==> config.mk <==
export PLATFORM = sky130hd
export DESIGN_NAME = rra_grant_mux
export DESIGN_NICKNAME = d
export VERILOG_FILES = /design/src/rtl/rra_pkg.sv /design/src/rtl/rra_out_stage.sv /design/src/rtl/rra_grant_mux.sv
export SDC_FILE = /design/constraint.sdc
export NUM_CORES = 1
export LEC_CHECK = 0
export ABC_CLOCK_PERIOD_IN_PS = 4250
export CELL_PAD_IN_SITES_DETAIL_PLACEMENT = 1
export CELL_PAD_IN_SITES_GLOBAL_PLACEMENT = 1
export CORE_MARGIN = 5
export CORE_UTILIZATION = 24
export CTS_BUF_LIST = sky130_fd_sc_hd__clkbuf_16
export DETAILED_ROUTE_END_ITERATION = 10
export PLACE_DENSITY = 0.75
export SLEW_MARGIN = 5
export SYNTH_ARGS = -nofsm -noshare
export SYNTH_HDL_FRONTEND = slang
export SYNTH_HIERARCHICAL = 1
export SYNTH_SLANG_ARGS = --single-unit
==> constraint.sdc <==
create_clock -name clk -period 4.25 [get_ports clk]
set_input_delay 0.85 -clock clk [delete_from_list [all_inputs] [get_ports clk]]
set_output_delay 0.85 -clock clk [all_outputs]
set_load 0.02 [all_outputs]
==> src/rtl/rra_pkg.sv <==
// -----------------------------------------------------------------------------
// rra_pkg
// Shared definitions for the round-robin arbiter (rra) family.
//   NUM_REQ      : number of requesters served by the arbiter.
//   state_t      : FSM state encoding used by rra_grant_mux.
//   grant_info_t : decoded view of a 4-bit grant vector.
//   onehot4()    : classifies a grant vector as one-hot / multi-hot and
//                  returns the index of the set bit.
// -----------------------------------------------------------------------------
package rra_pkg;

    localparam int NUM_REQ = 4;

    typedef logic [1:0] state_t;

    localparam state_t ST_IDLE    = 2'd0;
    localparam state_t ST_SWITCH  = 2'd1;
    localparam state_t ST_FORWARD = 2'd2;

    typedef struct packed {
        logic       onehot;  // exactly one grant bit set
        logic       multi;   // two or more grant bits set
        logic [1:0] index;   // position of the set bit, valid only when onehot
    } grant_info_t;

    function automatic grant_info_t onehot4(input logic [3:0] g);
        grant_info_t info;
        int          cnt;
        info = '0;
        cnt  = 0;
        for (int i = 0; i < NUM_REQ; i++) begin
            if (g[i]) begin
                cnt        = cnt + 1;
                info.index = 2'(i);
            end
        end
        info.onehot = (cnt == 1);
        info.multi  = (cnt >= 2);
        return info;
    endfunction

endpackage

==> src/rtl/rra_out_stage.sv <==
// -----------------------------------------------------------------------------
// rra_out_stage
// Single-entry valid/ready output register. A loaded word appears on dout one
// cycle after the load; the register can take a new word in the same cycle
// the old one drains, giving one beat per cycle under continuous ready.
// Ports:
//   clk, rst     : clock, asynchronous active-high reset
//   load         : a word is transferred into the register this cycle
//   load_data    : word to store
//   accept_slot  : the register can take a word this cycle (combinational)
//   dout         : registered output word, holds its value after draining
//   dout_vld     : output word valid
//   dout_rdy     : downstream ready
// -----------------------------------------------------------------------------
module rra_out_stage #(
    parameter int DW = 8
) (
    input  logic          clk,
    input  logic          rst,
    input  logic          load,
    input  logic [DW-1:0] load_data,
    output logic          accept_slot,
    output logic [DW-1:0] dout,
    output logic          dout_vld,
    input  logic          dout_rdy
);

    // Empty, or the current word leaves on this edge.
    assign accept_slot = !dout_vld || dout_rdy;

    // NOTE: sequential state uses non-blocking assignments so every register
    // samples the pre-edge values, independent of statement order.
    always_ff @(posedge clk or posedge rst) begin
        if (rst) begin
            dout     <= '0;
            dout_vld <= 1'b0;
        end else if (load) begin
            dout     <= load_data;
            dout_vld <= 1'b1;
        end else if (dout_rdy) begin
            // Drain with no refill: only valid drops, data is kept.
            dout_vld <= 1'b0;
        end
    end

endmodule

==> src/rtl/rra_grant_mux.sv <==
// -----------------------------------------------------------------------------
// rra_grant_mux
// Downstream stage of the 4-requester round-robin arbiter. Follows the
// arbiter's one-hot grants, forwards the granted requester's words onto one
// shared valid/ready channel, inserts a one-cycle bubble on every owner
// change, counts accepted beats per tenure (saturating) and flags multi-hot
// grant vectors with a sticky error.
// Ports:
//   clk, rst          : clock, asynchronous active-high reset
//   gnt0..gnt3        : grants from the arbiter (one-hot or zero expected)
//   din0..din3        : requester data words
//   vld0..vld3        : requester data valid
//   rdy0..rdy3        : per-requester ready (combinational)
//   dout, dout_vld    : registered shared output channel
//   dout_rdy          : downstream ready
//   owner             : index of the current owner (registered)
//   owner_vld         : high while forwarding
//   tenure_beats      : beats accepted in the current tenure (saturating)
//   err_grant         : sticky multi-hot grant flag
// -----------------------------------------------------------------------------
module rra_grant_mux
    import rra_pkg::*;
#(
    parameter int DW = 8,
    parameter int CW = 8
) (
    input  logic          clk,
    input  logic          rst,
    input  logic          gnt0,
    input  logic          gnt1,
    input  logic          gnt2,
    input  logic          gnt3,
    input  logic [DW-1:0] din0,
    input  logic [DW-1:0] din1,
    input  logic [DW-1:0] din2,
    input  logic [DW-1:0] din3,
    input  logic          vld0,
    input  logic          vld1,
    input  logic          vld2,
    input  logic          vld3,
    output logic          rdy0,
    output logic          rdy1,
    output logic          rdy2,
    output logic          rdy3,
    output logic [DW-1:0] dout,
    output logic          dout_vld,
    input  logic          dout_rdy,
    output logic [1:0]    owner,
    output logic          owner_vld,
    output logic [CW-1:0] tenure_beats,
    output logic          err_grant
);

    localparam logic [CW-1:0] TENURE_MAX = '1;

    logic [3:0]    g;
    logic [3:0]    vld_vec;
    logic [3:0]    rdy_vec;
    grant_info_t   gi;
    state_t        state;
    state_t        state_nxt;
    logic [1:0]    owner_nxt;
    logic          restart;
    logic          own_held;
    logic          accept_slot;
    logic          xfer;
    logic [DW-1:0] sel_data;

    assign g       = {gnt3, gnt2, gnt1, gnt0};
    assign vld_vec = {vld3, vld2, vld1, vld0};
    assign gi      = onehot4(g);

    // The current owner still holds a clean grant. A multi-hot vector never
    // qualifies, so it behaves like no grant at all.
    assign own_held = gi.onehot && g[owner];

    // NOTE: every signal written here gets a default first, so no path leaves
    // a value unassigned and no latch is inferred.
    always_comb begin
        state_nxt = state;
        owner_nxt = owner;
        restart   = 1'b0;
        case (state)
            ST_IDLE: begin
                if (gi.onehot) begin
                    state_nxt = ST_SWITCH;
                    owner_nxt = gi.index;
                    restart   = 1'b1;
                end
            end
            ST_SWITCH, ST_FORWARD: begin
                if (own_held) begin
                    state_nxt = ST_FORWARD;
                end else if (gi.onehot) begin
                    // Direct hop to another owner: new bubble, no IDLE pass.
                    state_nxt = ST_SWITCH;
                    owner_nxt = gi.index;
                    restart   = 1'b1;
                end else begin
                    state_nxt = ST_IDLE;
                end
            end
            default: begin
                state_nxt = ST_IDLE;
            end
        endcase
    end

    // Only the owner can be ready, only while forwarding under its own clean
    // grant and only when the output register has room.
    always_comb begin
        rdy_vec = 4'b0000;
        if ((state == ST_FORWARD) && own_held && accept_slot) begin
            rdy_vec = 4'b0001 << owner;
        end
    end

    assign {rdy3, rdy2, rdy1, rdy0} = rdy_vec;
    assign xfer                     = |(rdy_vec & vld_vec);
    assign owner_vld                = (state == ST_FORWARD);

    always_comb begin
        sel_data = din0;
        case (owner)
            2'd0:    sel_data = din0;
            2'd1:    sel_data = din1;
            2'd2:    sel_data = din2;
            default: sel_data = din3;
        endcase
    end

    always_ff @(posedge clk or posedge rst) begin
        if (rst) begin
            state        <= ST_IDLE;
            owner        <= 2'd0;
            tenure_beats <= '0;
            err_grant    <= 1'b0;
        end else begin
            state <= state_nxt;
            owner <= owner_nxt;
            if (gi.multi) begin
                err_grant <= 1'b1;
            end
            // A restart and a transfer never coincide: a transfer needs the
            // old owner's clean grant, a restart needs a different one.
            if (restart) begin
                tenure_beats <= '0;
            end else if (xfer && (tenure_beats != TENURE_MAX)) begin
                tenure_beats <= tenure_beats + 1'b1;
            end
        end
    end

    rra_out_stage #(
        .DW (DW)
    ) u_out_stage (
        .clk         (clk),
        .rst         (rst),
        .load        (xfer),
        .load_data   (sel_data),
        .accept_slot (accept_slot),
        .dout        (dout),
        .dout_vld    (dout_vld),
        .dout_rdy    (dout_rdy)
    );

endmodule

* After elaboration in Yosys (flattened, before gate mapping)
Index checks and enable logic that the tools add are counted.
Storage, ports and cells: register bits 22, bits of input ports 43, output and inout bits 25
Operators by class: add/sub/neg operators 4, magnitude comparators 2, eq/ne operators 8, shifts and indexed selects 1, mux-type cells 25, bitwise logic cells 1, reductions and logical operators 14
Operator list (count):
- $add A32 B2 Y32 const B | 3
- $mux W32 | 3
- $eq A32 B2 Y1 const B | 1
- $ge A32 B3 Y1 const B | 1
- $pmux W8 S3 | 1
- $mux W8 | 2
- $mux W2 | 6
- $add A8 B1 Y8 const B | 1
- $mux W1 | 8
- $ne A8 B8 Y1 const B | 1
- $pmux W2 S2 | 2
- $reduce_bool A2 Y1 | 3
- $and A4 B4 Y4 | 1
- $eq A2 B1 Y1 const B | 2
- $eq A2 B2 Y1 const B | 2
- $logic_and A1 B1 Y1 | 4
- $logic_not A2 Y1 | 2
- $mux W4 | 1
- $ne A2 B2 Y1 const B | 2
- $reduce_or A4 Y1 | 1
- $shl A1 B2 Y4 const A | 1
- $lt A2 B3 Y1 const B | 1
- $bmux W1 S2 | 1
- $pmux W1 S2 | 1
- 4 further kinds | 4

* Depth between registers and ports, before layout
Gate-level depths: netlist of run 1.
depth after elaboration 17, depth in mapped cells 12, depth with buffers taken out 10

* By module
Netlist of run 1, hierarchy kept.
Modules (own cells, without submodules):
- rra_grant_mux | times used 1, cells an instance 124, area each 1208.7 sq um, seq. area each 325.3 sq um
- rra_out_stage | times used 1, cells an instance 21, area each 372.9 sq um, seq. area each 225.2 sq um

* Worst setup path after synthesis of run 1
No wires, ideal clock.
path type input -> output, from input port gnt0, to output port rdy0, arrival time 2.979 ns, required time 3.400 ns, path slack 0.421 ns, cell stages on the path 9, buffers on the path 1, cell sequence inv_1 > ha_1 > xor2_1 > ha_1 > or4b_4 > o32ai_2 > or2_2 > clkbuf_1 > and3_1
Between the ends: word-level cells in the longest chain between the ends 12
Ends and longest elaborated chain:
- start: declaration | RTL line rra_grant_mux.sv:29 | input logic gnt0,
- $mux W1 | RTL line rra_pkg.sv:32 | if (g[i]) begin
- $add A32 B2 Y32 | RTL line rra_pkg.sv:33 | cnt = cnt + 1;
- $mux W32 | RTL line rra_pkg.sv:32
- $add A32 B2 Y32 | RTL line rra_pkg.sv:33
- $mux W32 | RTL line rra_pkg.sv:32
- $add A32 B2 Y32 | RTL line rra_pkg.sv:33
- $mux W32 | RTL line rra_pkg.sv:32
- $eq A32 B2 Y1 | RTL line rra_pkg.sv:37 | info.onehot = (cnt == 1);
- $logic_and A1 B1 Y1 (*) | RTL line rra_grant_mux.sv:75 | assign own_held = gi.onehot && g[owner];
- $logic_and A1 B1 Y1 (*) (2 in series) | RTL line rra_grant_mux.sv:113 | if ((state == ST_FORWARD) && own_held && accept_slot) begin
- $mux W4 (*) | RTL line rra_grant_mux.sv:113
- end: declaration | RTL line rra_grant_mux.sv:41 | output logic rdy0,
Mark *: on every way between the ends. The rest lies on a longest branch, timed or not. The select of a mux whose other input is x is not followed.

* Worst setup path in the final report of run 1
from input port gnt0, to output port rdy3
Between the ends: word-level cells in the longest chain between the ends 12
Ends and longest elaborated chain:
- $mux W1 | RTL line rra_pkg.sv:32
- $add A32 B2 Y32 | RTL line rra_pkg.sv:33
- $mux W32 | RTL line rra_pkg.sv:32
- $add A32 B2 Y32 | RTL line rra_pkg.sv:33
- $mux W32 | RTL line rra_pkg.sv:32
- $add A32 B2 Y32 | RTL line rra_pkg.sv:33
- $mux W32 | RTL line rra_pkg.sv:32
- $eq A32 B2 Y1 | RTL line rra_pkg.sv:37
- $logic_and A1 B1 Y1 (*) | RTL line rra_grant_mux.sv:75
- $logic_and A1 B1 Y1 (*) (2 in series) | RTL line rra_grant_mux.sv:113
- $mux W4 (*) | RTL line rra_grant_mux.sv:113
- end: declaration | RTL line rra_grant_mux.sv:44 | output logic rdy3,
Marked as above.

==> results of run 1 <==
## cells by family (layout without fill, tap and decap cells)
family | count (synthesis) | after routing | synth area share (%)
mux | 24 | 24 | 25.6
simple gates | 40 | 40 | 14.4
buf+inv | 25 | 105 | 7.12
flops | 22 | 22 | 34.8
compound gates | 25 | 25 | 11.4
xor+xnor | 2 | 2 | 1.11
fa+ha+maj | 7 | 7 | 5.54
## flip-flops by register name (all words and copies together), names as in the netlist
name,flops
err_grant,1
owner,2
u_out_stage/dout,8
state,2
tenure_beats,8
u_out_stage/dout_vld,1
## power groups by stage
stage	combinational [mW]	sequential, mW	clock (mW)
after floorplan	0.281	0.358	0
after global placement	0.520	0.324	0
after detailed placement	0.536	0.326	0
after CTS	0.540	0.325	0.275
after global routing	0.575	0.333	0.285
final	0.533	0.323	0.270
## worst paths after layout
path,endpoint,slack (ps),cells past startpoint
worst max-delay path,rdy3,140,10
worst min-delay path,err_grant,480,1
worst max register to register,tenure_beats[4],1790,5
worst min register to register,err_grant,480,1
max in group asynchronous,tenure_beats[0],2910,2
min in group asynchronous,u_out_stage/dout_vld,880,2
## repair_timing
item | in CTS | in global routing
setup buffers | 1 | 0
setup endpoints to repair | 4 | 4
pin swaps | 1 | 3
gates resized for setup | 17 | 7
## final cells by class
type / instances / area [um^2]
inverter: 17 / 63.8
tap: 77 / 96.3
fill: 710 / 3850
multi-input combinational: 98 / 932
clock buffer: 3 / 75.1
timing repair buffer: 84 / 792
sequential: 22 / 551
clock inverter: 1 / 30.0
## synthesized netlist by cell type (2+ instances only)
| library cell | instances | area (um^2) |
|---|---|---|
| sky130_fd_sc_hd__nand3_1 | 4 | 20.0 |
| sky130_fd_sc_hd__buf_6 | 2 | 22.5 |
| sky130_fd_sc_hd__nor3_1 | 4 | 20.0 |
| sky130_fd_sc_hd__or3_1 | 2 | 12.5 |
| sky130_fd_sc_hd__xor2_1 | 2 | 17.5 |
| sky130_fd_sc_hd__nor2_1 | 3 | 11.3 |
| sky130_fd_sc_hd__ha_1 | 7 | 87.6 |
| sky130_fd_sc_hd__buf_2 | 3 | 15.0 |
| sky130_fd_sc_hd__nand3b_1 | 2 | 15.0 |
| sky130_fd_sc_hd__inv_1 | 17 | 63.8 |
| sky130_fd_sc_hd__mux2i_1 | 6 | 60.1 |
| sky130_fd_sc_hd__or2_2 | 2 | 12.5 |
| sky130_fd_sc_hd__o31ai_1 | 4 | 30.0 |
| sky130_fd_sc_hd__nand2_1 | 10 | 37.5 |
| sky130_fd_sc_hd__mux2_4 | 8 | 120 |
| sky130_fd_sc_hd__mux4_2 | 10 | 225 |
| sky130_fd_sc_hd__and3_1 | 4 | 25.0 |
| sky130_fd_sc_hd__or4_1 | 3 | 22.5 |
| sky130_fd_sc_hd__buf_1 | 2 | 7.51 |
| sky130_fd_sc_hd__nand2b_1 | 3 | 18.8 |
| sky130_fd_sc_hd__o211ai_1 | 2 | 15.0 |
| sky130_fd_sc_hd__o21ai_0 | 5 | 25.0 |
| sky130_fd_sc_hd__dfrtp_1 | 22 | 551 |
| sky130_fd_sc_hd__a21oi_1 | 7 | 35.0 |
## layer usage
layer	vias to the layer above	global-route usage [%]	wire, um
li1	692	-	-
met1	719	13.3	1980
met2	31	23.6	2770
met3	8	1.90	181
met4	0	4.28	99
met5	-	0	0
## through the flow
stage	TNS, ps	power, mW
detailed placement	-1480	0.862
finish	0	1.13
floorplan	0	0.639
CTS	0	1.14
global placement	-1260	0.844
global route	0	1.19
## critical path, stage by stage
cell and delay (ps):
sky130_fd_sc_hd__clkdlybuf4s50_1 470, sky130_fd_sc_hd__inv_1 50, sky130_fd_sc_hd__ha_1 310, sky130_fd_sc_hd__xor2_1 170
sky130_fd_sc_hd__ha_1 290, sky130_fd_sc_hd__or4b_4 500, sky130_fd_sc_hd__o32ai_4 140, sky130_fd_sc_hd__or2_4 180
sky130_fd_sc_hd__and3_1 180, sky130_fd_sc_hd__buf_6 120
==> impl_metrics.xml, run 1 <==
<?xml version="1.0" encoding="UTF-8"?>
<metrics>
  <group name="synth">
    <metric name="ys_dominant_reg_cell" unit="">sky130_fd_sc_hd__dfrtp_1</metric>
    <metric name="count_of_flip_flops_with_a_built_in_enable_after_synthesis" unit="">0</metric>
    <metric name="number_of_synthesized_register_bits" unit="">22</metric>
    <metric name="synthesis.area" unit="um^2">1580</metric>
    <metric name="post_synthesis_average_cell_area" unit="um^2">10.9</metric>
    <metric name="postSynth.asyncResetShare" unit="%">100</metric>
    <metric name="synth_warnings" unit="">6</metric>
    <metric name="syn-instance-count" unit="">145</metric>
    <metric name="netlist-cell-type-count" unit="">35</metric>
    <metric name="fraction_of_the_yosys_area_taken_by_sequential_cells" unit="%">34.8</metric>
    <metric name="synth_fp_nets" unit="">195</metric>
  </group>
  <group name="layout">
    <metric name="antenna_cells_inserted" unit="">0</metric>
    <metric name="layout_common_cells" unit="">sky130_fd_sc_hd__clkdlybuf4s50_1 (63), sky130_fd_sc_hd__dfrtp_1 (22), sky130_fd_sc_hd__buf_4 (20)</metric>
    <metric name="most_common_cell_after_layout_fill_and_taps_aside" unit="">sky130_fd_sc_hd__clkdlybuf4s50_1</metric>
    <metric name="drive_above_1_share" unit="%">22.7</metric>
    <metric name="final_area" unit="um^2">2540</metric>
    <metric name="final_standard_cell_count_with_taps_included_and_fillers_excluded" unit="">302</metric>
    <metric name="synthToLayoutAreaGrowth" unit="%">60.6</metric>
    <metric name="fin_util" unit="%">39.8</metric>
    <metric name="total_number_of_nets_in_the_final_design" unit="">276</metric>
  </group>
  <group name="sta">
    <metric name="timing_worst_slew_pin_value" unit="ps">956</metric>
    <metric name="timing.final.crit_share" unit="%">96.8</metric>
    <metric name="hold_viol" unit="">0</metric>
    <metric name="clock.fmax" unit="MHz">243</metric>
    <metric name="timing.final.crit_period" unit="ps">4110</metric>
    <metric name="setup_ws" unit="ps">138</metric>
    <metric name="final-max-slew-violation-count" unit="">0</metric>
    <metric name="holdWs" unit="ps">480</metric>
    <metric name="setup_violations" unit="">0</metric>
    <metric name="worst_clock_skew" unit="ps">2.05</metric>
    <metric name="rsz0062_at_grt" unit="">no</metric>
    <metric name="timing.max_slew.rel_slack" unit="%">35.8</metric>
  </group>
  <group name="power_and_ir_drop">
    <metric name="vdd_ir_drop_max" unit="mV">0.206</metric>
    <metric name="total_net_switching_power" unit="mW">0.371</metric>
    <metric name="intPower" unit="mW">0.756</metric>
    <metric name="static-leakage-power" unit="nW">1.10</metric>
    <metric name="seq_power_share" unit="%">28.7</metric>
    <metric name="clock_power_share" unit="%">24.0</metric>
    <metric name="power.density" unit="nW/um^2">444</metric>
    <metric name="power.switching_fraction" unit="%">32.9</metric>
    <metric name="combinationalPowerShare" unit="%">47.3</metric>
  </group>
  <group name="global_route">
    <metric name="number_of_antenna_violations_at_the_first_check_in_global_routing" unit="">0</metric>
    <metric name="grt_max_degree" unit="">16</metric>
    <metric name="grt_first_pass_wirelength" unit="um">8290</metric>
    <metric name="remaining_overflow_grt" unit="">0</metric>
    <metric name="track_usage" unit="%">12.2</metric>
    <metric name="first_global_vias" unit="">1699</metric>
  </group>
  <group name="cts">
    <metric name="cts-buffers-inserted" unit="">3</metric>
    <metric name="clkTransAtPathRegs" unit="ps">60</metric>
    <metric name="cts.root.buffer_cell" unit="">sky130_fd_sc_hd__clkbuf_16</metric>
    <metric name="tritoncts" unit="">built</metric>
    <metric name="clockBufferDepth" unit="">2</metric>
    <metric name="cts_htree_levels" unit="">1</metric>
    <metric name="numClockSinks" unit="">22</metric>
    <metric name="insertion_delay_to_the_later_sink_of_the_worst_skew_pair" unit="ps">260</metric>
    <metric name="hold_buffers" unit="">0</metric>
  </group>
  <group name="drt">
    <metric name="detailedRoute.firstIterationViolations" unit="">35</metric>
    <metric name="drt_pre_antenna_iters" unit="">4</metric>
    <metric name="drc" unit="">0</metric>
    <metric name="postRouteWirelength" unit="um">5030</metric>
    <metric name="vias_cell" unit="">4.80</metric>
    <metric name="detailroute.via_count" unit="">1450</metric>
    <metric name="route.detailed.wl_per_inst" unit="um">16.6</metric>
    <metric name="postRouteAntennaNets" unit="">0</metric>
  </group>
  <group name="die">
    <metric name="core.rowCount" unit="">29</metric>
    <metric name="fp.dieH" unit="um">91.2</metric>
    <metric name="core-area" unit="um^2">6390</metric>
    <metric name="design.portCount" unit="">68</metric>
    <metric name="initial_utilization" unit="%">24.8</metric>
    <metric name="die_w" unit="um">91.2</metric>
    <metric name="die_area" unit="um^2">8310</metric>
  </group>
  <group name="setup_path">
    <metric name="cp-end-kind" unit="">output pin</metric>
    <metric name="cp-startpoint" unit="">gnt0</metric>
    <metric name="launch_instance_of_the_worst_register_to_register_path" unit="">owner[1]</metric>
    <metric name="critical_path.startpoint_type" unit="">primary input</metric>
    <metric name="worst-path-max-fanout" unit="">5</metric>
    <metric name="data_arrival_critical_path" unit="ps">3260</metric>
    <metric name="critPathKind" unit="">primary input to output pin</metric>
    <metric name="worstPathRequired" unit="ps">3400</metric>
  </group>
  <group name="place">
    <metric name="port_buffers" unit="">67</metric>
    <metric name="postPlaceCellArea" unit="um^2">2420</metric>
    <metric name="globalplace.congestion" unit="">0.734</metric>
    <metric name="dp_hpwl" unit="um">4080</metric>
    <metric name="place_worst_setup_slack" unit="ps">-381</metric>
    <metric name="dp_cells" unit="">297</metric>
  </group>
  <group name="status">
    <metric name="outcome" unit="">finished clean</metric>
  </group>
  <group name="worst_hold_path">
    <metric name="hp-start" unit="">err_grant</metric>
    <metric name="hp-class" unit="">register to register</metric>
  </group>
  <group name="job">
    <metric name="max_cap_viol_count" unit="">0</metric>
  </group>
</metrics>
Note: power is estimated with default switching activity, not from simulation.
==> run 2, diff against run 1 <==
--- a/config.mk
+++ b/config.mk
@@ -9,10 +9,10 @@
 export CELL_PAD_IN_SITES_DETAIL_PLACEMENT = 1
 export CELL_PAD_IN_SITES_GLOBAL_PLACEMENT = 1
 export CORE_MARGIN = 5
-export CORE_UTILIZATION = 24
+export CORE_UTILIZATION = 25
 export CTS_BUF_LIST = sky130_fd_sc_hd__clkbuf_16
 export DETAILED_ROUTE_END_ITERATION = 10
-export PLACE_DENSITY = 0.75
+export PLACE_DENSITY = 0.77
 export SLEW_MARGIN = 5
 export SYNTH_ARGS = -nofsm -noshare
 export SYNTH_HDL_FRONTEND = slang
==> impl_metrics.xml, run 2 (same netlist as run 1, synthesis figures left out) <==
<?xml version="1.0" encoding="UTF-8"?>
<metrics>
  <group name="die">
    <metric name="core.rowCount" unit="">29</metric>
    <metric name="design.portCount" unit="">68</metric>
    <metric name="core-area" unit="um^2">6240</metric>
    <metric name="die_area" unit="um^2">8020</metric>
    <metric name="die_w" unit="um">89.5</metric>
    <metric name="fp.dieH" unit="um">89.5</metric>
    <metric name="initial_utilization" unit="%">25.3</metric>
  </group>
  <group name="cts">
    <metric name="insertion_delay_to_the_later_sink_of_the_worst_skew_pair" unit="ps">250</metric>
    <metric name="cts-buffers-inserted" unit="">3</metric>
    <metric name="clkTransAtPathRegs" unit="ps">60</metric>
    <metric name="numClockSinks" unit="">22</metric>
    <metric name="cts_htree_levels" unit="">1</metric>
    <metric name="cts.root.buffer_cell" unit="">sky130_fd_sc_hd__clkbuf_16</metric>
    <metric name="tritoncts" unit="">built</metric>
    <metric name="clockBufferDepth" unit="">2</metric>
  </group>
  <group name="setup_path">
    <metric name="data_arrival_critical_path" unit="ps">3260</metric>
    <metric name="critical_path.startpoint_type" unit="">primary input</metric>
    <metric name="cp-startpoint" unit="">gnt0</metric>
    <metric name="worstReg2RegEnd" unit="">tenure_beats[5]</metric>
    <metric name="timing.reg2reg.worst_path_depth" unit="">5</metric>
    <metric name="critPathKind" unit="">primary input to output pin</metric>
    <metric name="worst-path-max-fanout" unit="">5</metric>
    <metric name="cp-end-kind" unit="">output pin</metric>
    <metric name="crit_path_end" unit="">rdy0</metric>
    <metric name="rrSetupSlack" unit="ps">1660</metric>
    <metric name="worstPathRequired" unit="ps">3400</metric>
    <metric name="launch_instance_of_the_worst_register_to_register_path" unit="">owner[1]</metric>
  </group>
  <group name="sta">
    <metric name="worst_clock_skew" unit="ps">1.21</metric>
    <metric name="timing.final.crit_period" unit="ps">4110</metric>
    <metric name="rsz0062_at_grt" unit="">no</metric>
    <metric name="holdWs" unit="ps">476</metric>
    <metric name="timing_worst_slew_pin_value" unit="ps">845</metric>
    <metric name="timing.final.crit_share" unit="%">96.8</metric>
    <metric name="clock.fmax" unit="MHz">243</metric>
    <metric name="timing.max_slew.rel_slack" unit="%">43.2</metric>
    <metric name="final-max-slew-violation-count" unit="">0</metric>
    <metric name="hold_viol" unit="">0</metric>
    <metric name="setup_violations" unit="">0</metric>
  </group>
  <group name="power_and_ir_drop">
    <metric name="seq_power_share" unit="%">28.7</metric>
    <metric name="total_net_switching_power" unit="mW">0.371</metric>
    <metric name="intPower" unit="mW">0.759</metric>
    <metric name="power.density" unit="nW/um^2">444</metric>
    <metric name="report.power.total" unit="mW">1.13</metric>
    <metric name="combinationalPowerShare" unit="%">47.6</metric>
    <metric name="static-leakage-power" unit="nW">1.10</metric>
    <metric name="vdd_ir_drop_max" unit="mV">0.200</metric>
    <metric name="clock_power_share" unit="%">23.7</metric>
    <metric name="power.switching_fraction" unit="%">32.8</metric>
  </group>
  <group name="layout">
    <metric name="final_standard_cell_count_with_taps_included_and_fillers_excluded" unit="">301</metric>
    <metric name="antenna_cells_inserted" unit="">0</metric>
    <metric name="total_number_of_nets_in_the_final_design" unit="">275</metric>
    <metric name="layout_common_cells" unit="">sky130_fd_sc_hd__clkdlybuf4s50_1 (63), sky130_fd_sc_hd__dfrtp_1 (22), sky130_fd_sc_hd__buf_4 (20)</metric>
    <metric name="drive_above_1_share" unit="%">22.8</metric>
    <metric name="most_common_cell_after_layout_fill_and_taps_aside" unit="">sky130_fd_sc_hd__clkdlybuf4s50_1</metric>
    <metric name="synthToLayoutAreaGrowth" unit="%">60.7</metric>
    <metric name="reg.largest.list" unit="">tenure_beats x8, u_out_stage/dout x8</metric>
  </group>
  <group name="place">
    <metric name="globalplace.congestion" unit="">0.787</metric>
    <metric name="dp_hpwl" unit="um">4080</metric>
    <metric name="dp_cells" unit="">296</metric>
    <metric name="port_buffers" unit="">67</metric>
  </group>
  <group name="drt">
    <metric name="vias_cell" unit="">4.84</metric>
    <metric name="detailroute.via_count" unit="">1458</metric>
    <metric name="postRouteWirelength" unit="um">4990</metric>
    <metric name="drt_pre_antenna_iters" unit="">3</metric>
    <metric name="postRouteAntennaNets" unit="">0</metric>
    <metric name="route.detailed.wl_per_inst" unit="um">16.6</metric>
    <metric name="detailedRoute.firstIterationViolations" unit="">15</metric>
    <metric name="drc" unit="">0</metric>
  </group>
  <group name="job">
    <metric name="max_cap_viol_count" unit="">0</metric>
  </group>
  <group name="global_route">
    <metric name="grt_max_degree" unit="">16</metric>
    <metric name="track_usage" unit="%">13.4</metric>
    <metric name="number_of_antenna_violations_at_the_first_check_in_global_routing" unit="">0</metric>
    <metric name="remaining_overflow_grt" unit="">0</metric>
    <metric name="grt_first_pass_wirelength" unit="um">8200</metric>
    <metric name="first_global_vias" unit="">1679</metric>
  </group>
  <group name="status">
    <metric name="outcome" unit="">finished clean</metric>
  </group>
  <group name="worst_hold_path">
    <metric name="hp-class" unit="">register to register</metric>
  </group>
</metrics>
run 2: cell types whose count changed in the layout (fill, tap and decap cells not counted), sizes merged:
cell,delta
buf,-1
run 2: layout make-up:
cell class,count,area (um^2)
Clock buffer,3,75.1
Clock inverter,1,30.0
Fill cell,691,3700
Inverter,17,63.8
Multi-Input combinational cell,98,945
Sequential cell,22,551
Tap cell,77,96.3
Timing Repair Buffer,83,781
run 2: how the worst min path moves through the flow:
stage,from,to,slack (ps),cells past startpoint
2_1_floorplan,state[0],state[0],520,2
3_3_place_gp,err_grant,err_grant,460,1
3_5_place_dp,err_grant,err_grant,470,1
4_1_cts,err_grant,err_grant,480,1
5_1_grt,err_grant,err_grant,500,1
6_report,err_grant,err_grant,480,1
run 2: power groups by stage:
stage          Sequential [mW]  Clock [mW]  Combinational, mW
6_report                 0.324       0.268              0.538
3_3_place_gp             0.327           0              0.526
2_1_floorplan            0.358           0              0.281
4_1_cts                  0.327       0.272              0.543
3_5_place_dp             0.330           0              0.540
5_1_grt                  0.336       0.284              0.581
run 2: stage by stage:
step	cell area, um^2	util, %	worst slack (ps)	TNS [ps]
2_1_floorplan	1580	-	421	0
3_3_place_gp	2410	38.7	-330	-1320
4_1_cts	2500	40.1	29.1	0
3_5_place_dp	2410	38.7	-434	-1720
5_1_grt	2540	40.7	9.00	0
6_report	2540	40.7	138	0
run 2: per-layer routing:
| metal | global-route usage [%] | vias to the layer above | part of all wire, % |
|---|---|---|---|
| li1 | - | 695 | - |
| met1 | 15.2 | 726 | 40 |
| met2 | 25.4 | 29 | 55 |
| met3 | 1.47 | 8 | 2.9 |
| met4 | 5.01 | 0 | 2.0 |
| met5 | 0 | - | 0 |
run 2: timing repair:
item | in CTS | in global routing
setup buffers | 0 | 1
hold buffers | 0 | 0
pin swaps | 1 | 2
cloned | 0 | 0
endpoints found under the setup margin | 4 | 4
gates resized for setup | 18 | 6
run 2: critical path: stages:
cell	delay, ps
sky130_fd_sc_hd__clkdlybuf4s50_1	480
sky130_fd_sc_hd__inv_1	80
sky130_fd_sc_hd__ha_4	250
sky130_fd_sc_hd__xor2_1	160
sky130_fd_sc_hd__ha_1	310
sky130_fd_sc_hd__or4b_4	500
sky130_fd_sc_hd__o32ai_4	140
sky130_fd_sc_hd__or2_4	190
sky130_fd_sc_hd__and3_1	160
sky130_fd_sc_hd__buf_4	140
==> run 3, diff against run 2 <==
--- a/config.mk
+++ b/config.mk
@@ -12,7 +12,9 @@
 export CORE_UTILIZATION = 25
 export CTS_BUF_LIST = sky130_fd_sc_hd__clkbuf_16
 export DETAILED_ROUTE_END_ITERATION = 10
+export GPL_ROUTABILITY_DRIVEN = 1
 export PLACE_DENSITY = 0.77
+export SETUP_SLACK_MARGIN = 0.2
 export SLEW_MARGIN = 5
 export SYNTH_ARGS = -nofsm -noshare
 export SYNTH_HDL_FRONTEND = slang
==> impl_metrics.xml, run 3 (same netlist as run 1, synthesis figures left out) <==
<?xml version="1.0" encoding="UTF-8"?>
<metrics>
  <group name="layout">
    <metric name="num-fill-cells" unit="">687</metric>
    <metric name="layout_common_cells" unit="">sky130_fd_sc_hd__clkdlybuf4s50_1 (61), sky130_fd_sc_hd__dfrtp_1 (22), sky130_fd_sc_hd__buf_4 (16)</metric>
    <metric name="layout.area.seq" unit="um^2">551</metric>
    <metric name="fin_util" unit="%">41.2</metric>
    <metric name="reg.largest.list" unit="">tenure_beats x8, u_out_stage/dout x8</metric>
    <metric name="final_standard_cell_count_with_taps_included_and_fillers_excluded" unit="">300</metric>
    <metric name="drive_above_1_share" unit="%">25.6</metric>
    <metric name="synthToLayoutAreaGrowth" unit="%">62.4</metric>
    <metric name="most_common_cell_after_layout_fill_and_taps_aside" unit="">sky130_fd_sc_hd__clkdlybuf4s50_1</metric>
    <metric name="final_area" unit="um^2">2570</metric>
    <metric name="antenna_cells_inserted" unit="">0</metric>
    <metric name="total_area_of_multi_input_combinational_cells" unit="um^2">971</metric>
    <metric name="total_number_of_nets_in_the_final_design" unit="">274</metric>
  </group>
  <group name="cts">
    <metric name="numClockSinks" unit="">22</metric>
    <metric name="cts_htree_levels" unit="">1</metric>
    <metric name="postCtsSetupBuffers" unit="">0</metric>
    <metric name="clkTransAtPathRegs" unit="ps">60</metric>
    <metric name="cts.root.buffer_cell" unit="">sky130_fd_sc_hd__clkbuf_16</metric>
    <metric name="cts-buffers-inserted" unit="">3</metric>
    <metric name="tritoncts" unit="">built</metric>
    <metric name="insertion_delay_to_the_later_sink_of_the_worst_skew_pair" unit="ps">250</metric>
    <metric name="clockBufferDepth" unit="">2</metric>
    <metric name="hold_buffers" unit="">0</metric>
  </group>
  <group name="drt">
    <metric name="postRouteWirelength" unit="um">4970</metric>
    <metric name="drt_pre_antenna_iters" unit="">3</metric>
    <metric name="detailroute.via_count" unit="">1460</metric>
    <metric name="drc" unit="">0</metric>
    <metric name="detailedRoute.firstIterationViolations" unit="">15</metric>
    <metric name="route.detailed.wl_per_inst" unit="um">16.6</metric>
    <metric name="vias_cell" unit="">4.87</metric>
    <metric name="postRouteAntennaNets" unit="">0</metric>
  </group>
  <group name="sta">
    <metric name="hold_viol" unit="">0</metric>
    <metric name="finalSetupTns" unit="ps">0</metric>
    <metric name="clock.fmax" unit="MHz">257</metric>
    <metric name="timing.final.crit_share" unit="%">91.6</metric>
    <metric name="timing.max_slew.rel_slack" unit="%">43.2</metric>
    <metric name="setup_violations" unit="">0</metric>
    <metric name="worst_clock_skew" unit="ps">1.27</metric>
    <metric name="holdWs" unit="ps">472</metric>
    <metric name="timing.final.crit_period" unit="ps">3900</metric>
    <metric name="setup_ws" unit="ps">355</metric>
    <metric name="timing_worst_slew_pin_value" unit="ps">846</metric>
    <metric name="rsz0062_at_grt" unit="">no</metric>
    <metric name="final-max-slew-violation-count" unit="">0</metric>
  </group>
  <group name="place">
    <metric name="dp_hpwl" unit="um">4080</metric>
    <metric name="globalplace.congestion" unit="">0.787</metric>
    <metric name="dp_cells" unit="">296</metric>
    <metric name="postPlaceCellArea" unit="um^2">2410</metric>
    <metric name="port_buffers" unit="">67</metric>
    <metric name="place_worst_setup_slack" unit="ps">-434</metric>
  </group>
  <group name="global_route">
    <metric name="grt_first_pass_wirelength" unit="um">8240</metric>
    <metric name="grt-busiest-layer" unit="">met2</metric>
    <metric name="track_usage" unit="%">13.5</metric>
    <metric name="gr_layer_usage_met3" unit="%">1.57</metric>
    <metric name="use_met2" unit="%">25.5</metric>
    <metric name="number_of_antenna_violations_at_the_first_check_in_global_routing" unit="">0</metric>
    <metric name="first_global_vias" unit="">1685</metric>
    <metric name="remaining_overflow_grt" unit="">0</metric>
    <metric name="grt_max_degree" unit="">16</metric>
    <metric name="grt_met1_use" unit="%">15.2</metric>
  </group>
  <group name="power_and_ir_drop">
    <metric name="vdd_ir_drop_max" unit="mV">0.200</metric>
    <metric name="report.power.total" unit="mW">1.13</metric>
    <metric name="power.density" unit="nW/um^2">441</metric>
    <metric name="static-leakage-power" unit="nW">1.10</metric>
  </group>
  <group name="setup_path">
    <metric name="timing.critical_path.cells" unit="">clkdlybuf4s50_1 &gt; buf_4 &gt; xor2_1 &gt; ha_1 &gt; or4b_4 &gt; o32ai_4 &gt; or2_4 &gt; and3_4 &gt; buf_6</metric>
    <metric name="critPathKind" unit="">primary input to output pin</metric>
    <metric name="cp-end-kind" unit="">output pin</metric>
    <metric name="critical_path.startpoint_type" unit="">primary input</metric>
    <metric name="cp_slowest_cell" unit="">sky130_fd_sc_hd__or4b_4</metric>
    <metric name="worst-path-max-fanout" unit="">9</metric>
    <metric name="crit_path_max_incr_delay" unit="ps">500</metric>
    <metric name="data_arrival_critical_path" unit="ps">3050</metric>
    <metric name="critPathTopFamily" unit="">simple AND/OR/NAND/NOR gates</metric>
    <metric name="crit_buf_inv" unit="">3</metric>
    <metric name="worstPathRequired" unit="ps">3400</metric>
  </group>
  <group name="die">
    <metric name="die_w" unit="um">89.5</metric>
    <metric name="core.rowCount" unit="">29</metric>
    <metric name="fp.dieH" unit="um">89.5</metric>
    <metric name="design.portCount" unit="">68</metric>
    <metric name="die_area" unit="um^2">8020</metric>
    <metric name="core-area" unit="um^2">6240</metric>
    <metric name="initial_utilization" unit="%">25.3</metric>
  </group>
  <group name="worst_hold_path">
    <metric name="hp-class" unit="">register to register</metric>
  </group>
  <group name="job">
    <metric name="max_cap_viol_count" unit="">0</metric>
  </group>
  <group name="status">
    <metric name="outcome" unit="">finished clean</metric>
  </group>
</metrics>
==> run 3: cell count changes in the layout (fill, tap and decap cells not counted), sizes merged <==
cell           change
buf                -1
clkdlybuf4s50      -2
dlygate4sd2        +2
==> run 3: final cells by class <==
type | instances | share of cell area, %
Clock buffer | 3 | 2.92
Clock inverter | 1 | 1.17
Inverter | 17 | 2.48
Multi-Input combinational cell | 98 | 37.8
Sequential cell | 22 | 21.4
Tap cell | 77 | 3.75
Timing Repair Buffer | 82 | 30.4
==> run 3: repair_timing <==
action / 4_1_cts / 5_1_grt
setup endpoints to repair: 4 / 0
hold endpoints to repair: 0 / 0
gates resized for setup: 36 / 0
==> run 3: routing by layer <==
layer | up-vias | wire (um)
met5 | - | 0
met2 | 29 | 2750
met1 | 729 | 1970
met4 | 0 | 104
met3 | 8 | 148
li1 | 694 | -
==> run 3: power breakdown <==
group	switching (mW)	internal (mW)	total (mW)	leakage (nW)
sequential	0.0606	0.263	0.324	0.292
combinational	0.232	0.308	0.540	0.753
clock	0.0804	0.187	0.268	0.0511
total	0.373	0.759	1.13	1.10
==> run 3: final timing paths <==
check	start	endpoint	slack, ps	cells past startpoint
min in group asynchronous	rst	u_out_stage/dout[6]	900	2
worst min-delay path	err_grant	err_grant	470	1
worst min register to register	err_grant	err_grant	470	1
max in group asynchronous	rst	tenure_beats[5]	2920	2
worst max register to register	owner[1]	tenure_beats[5]	1660	5
worst max-delay path	gnt2	rdy2	350	9
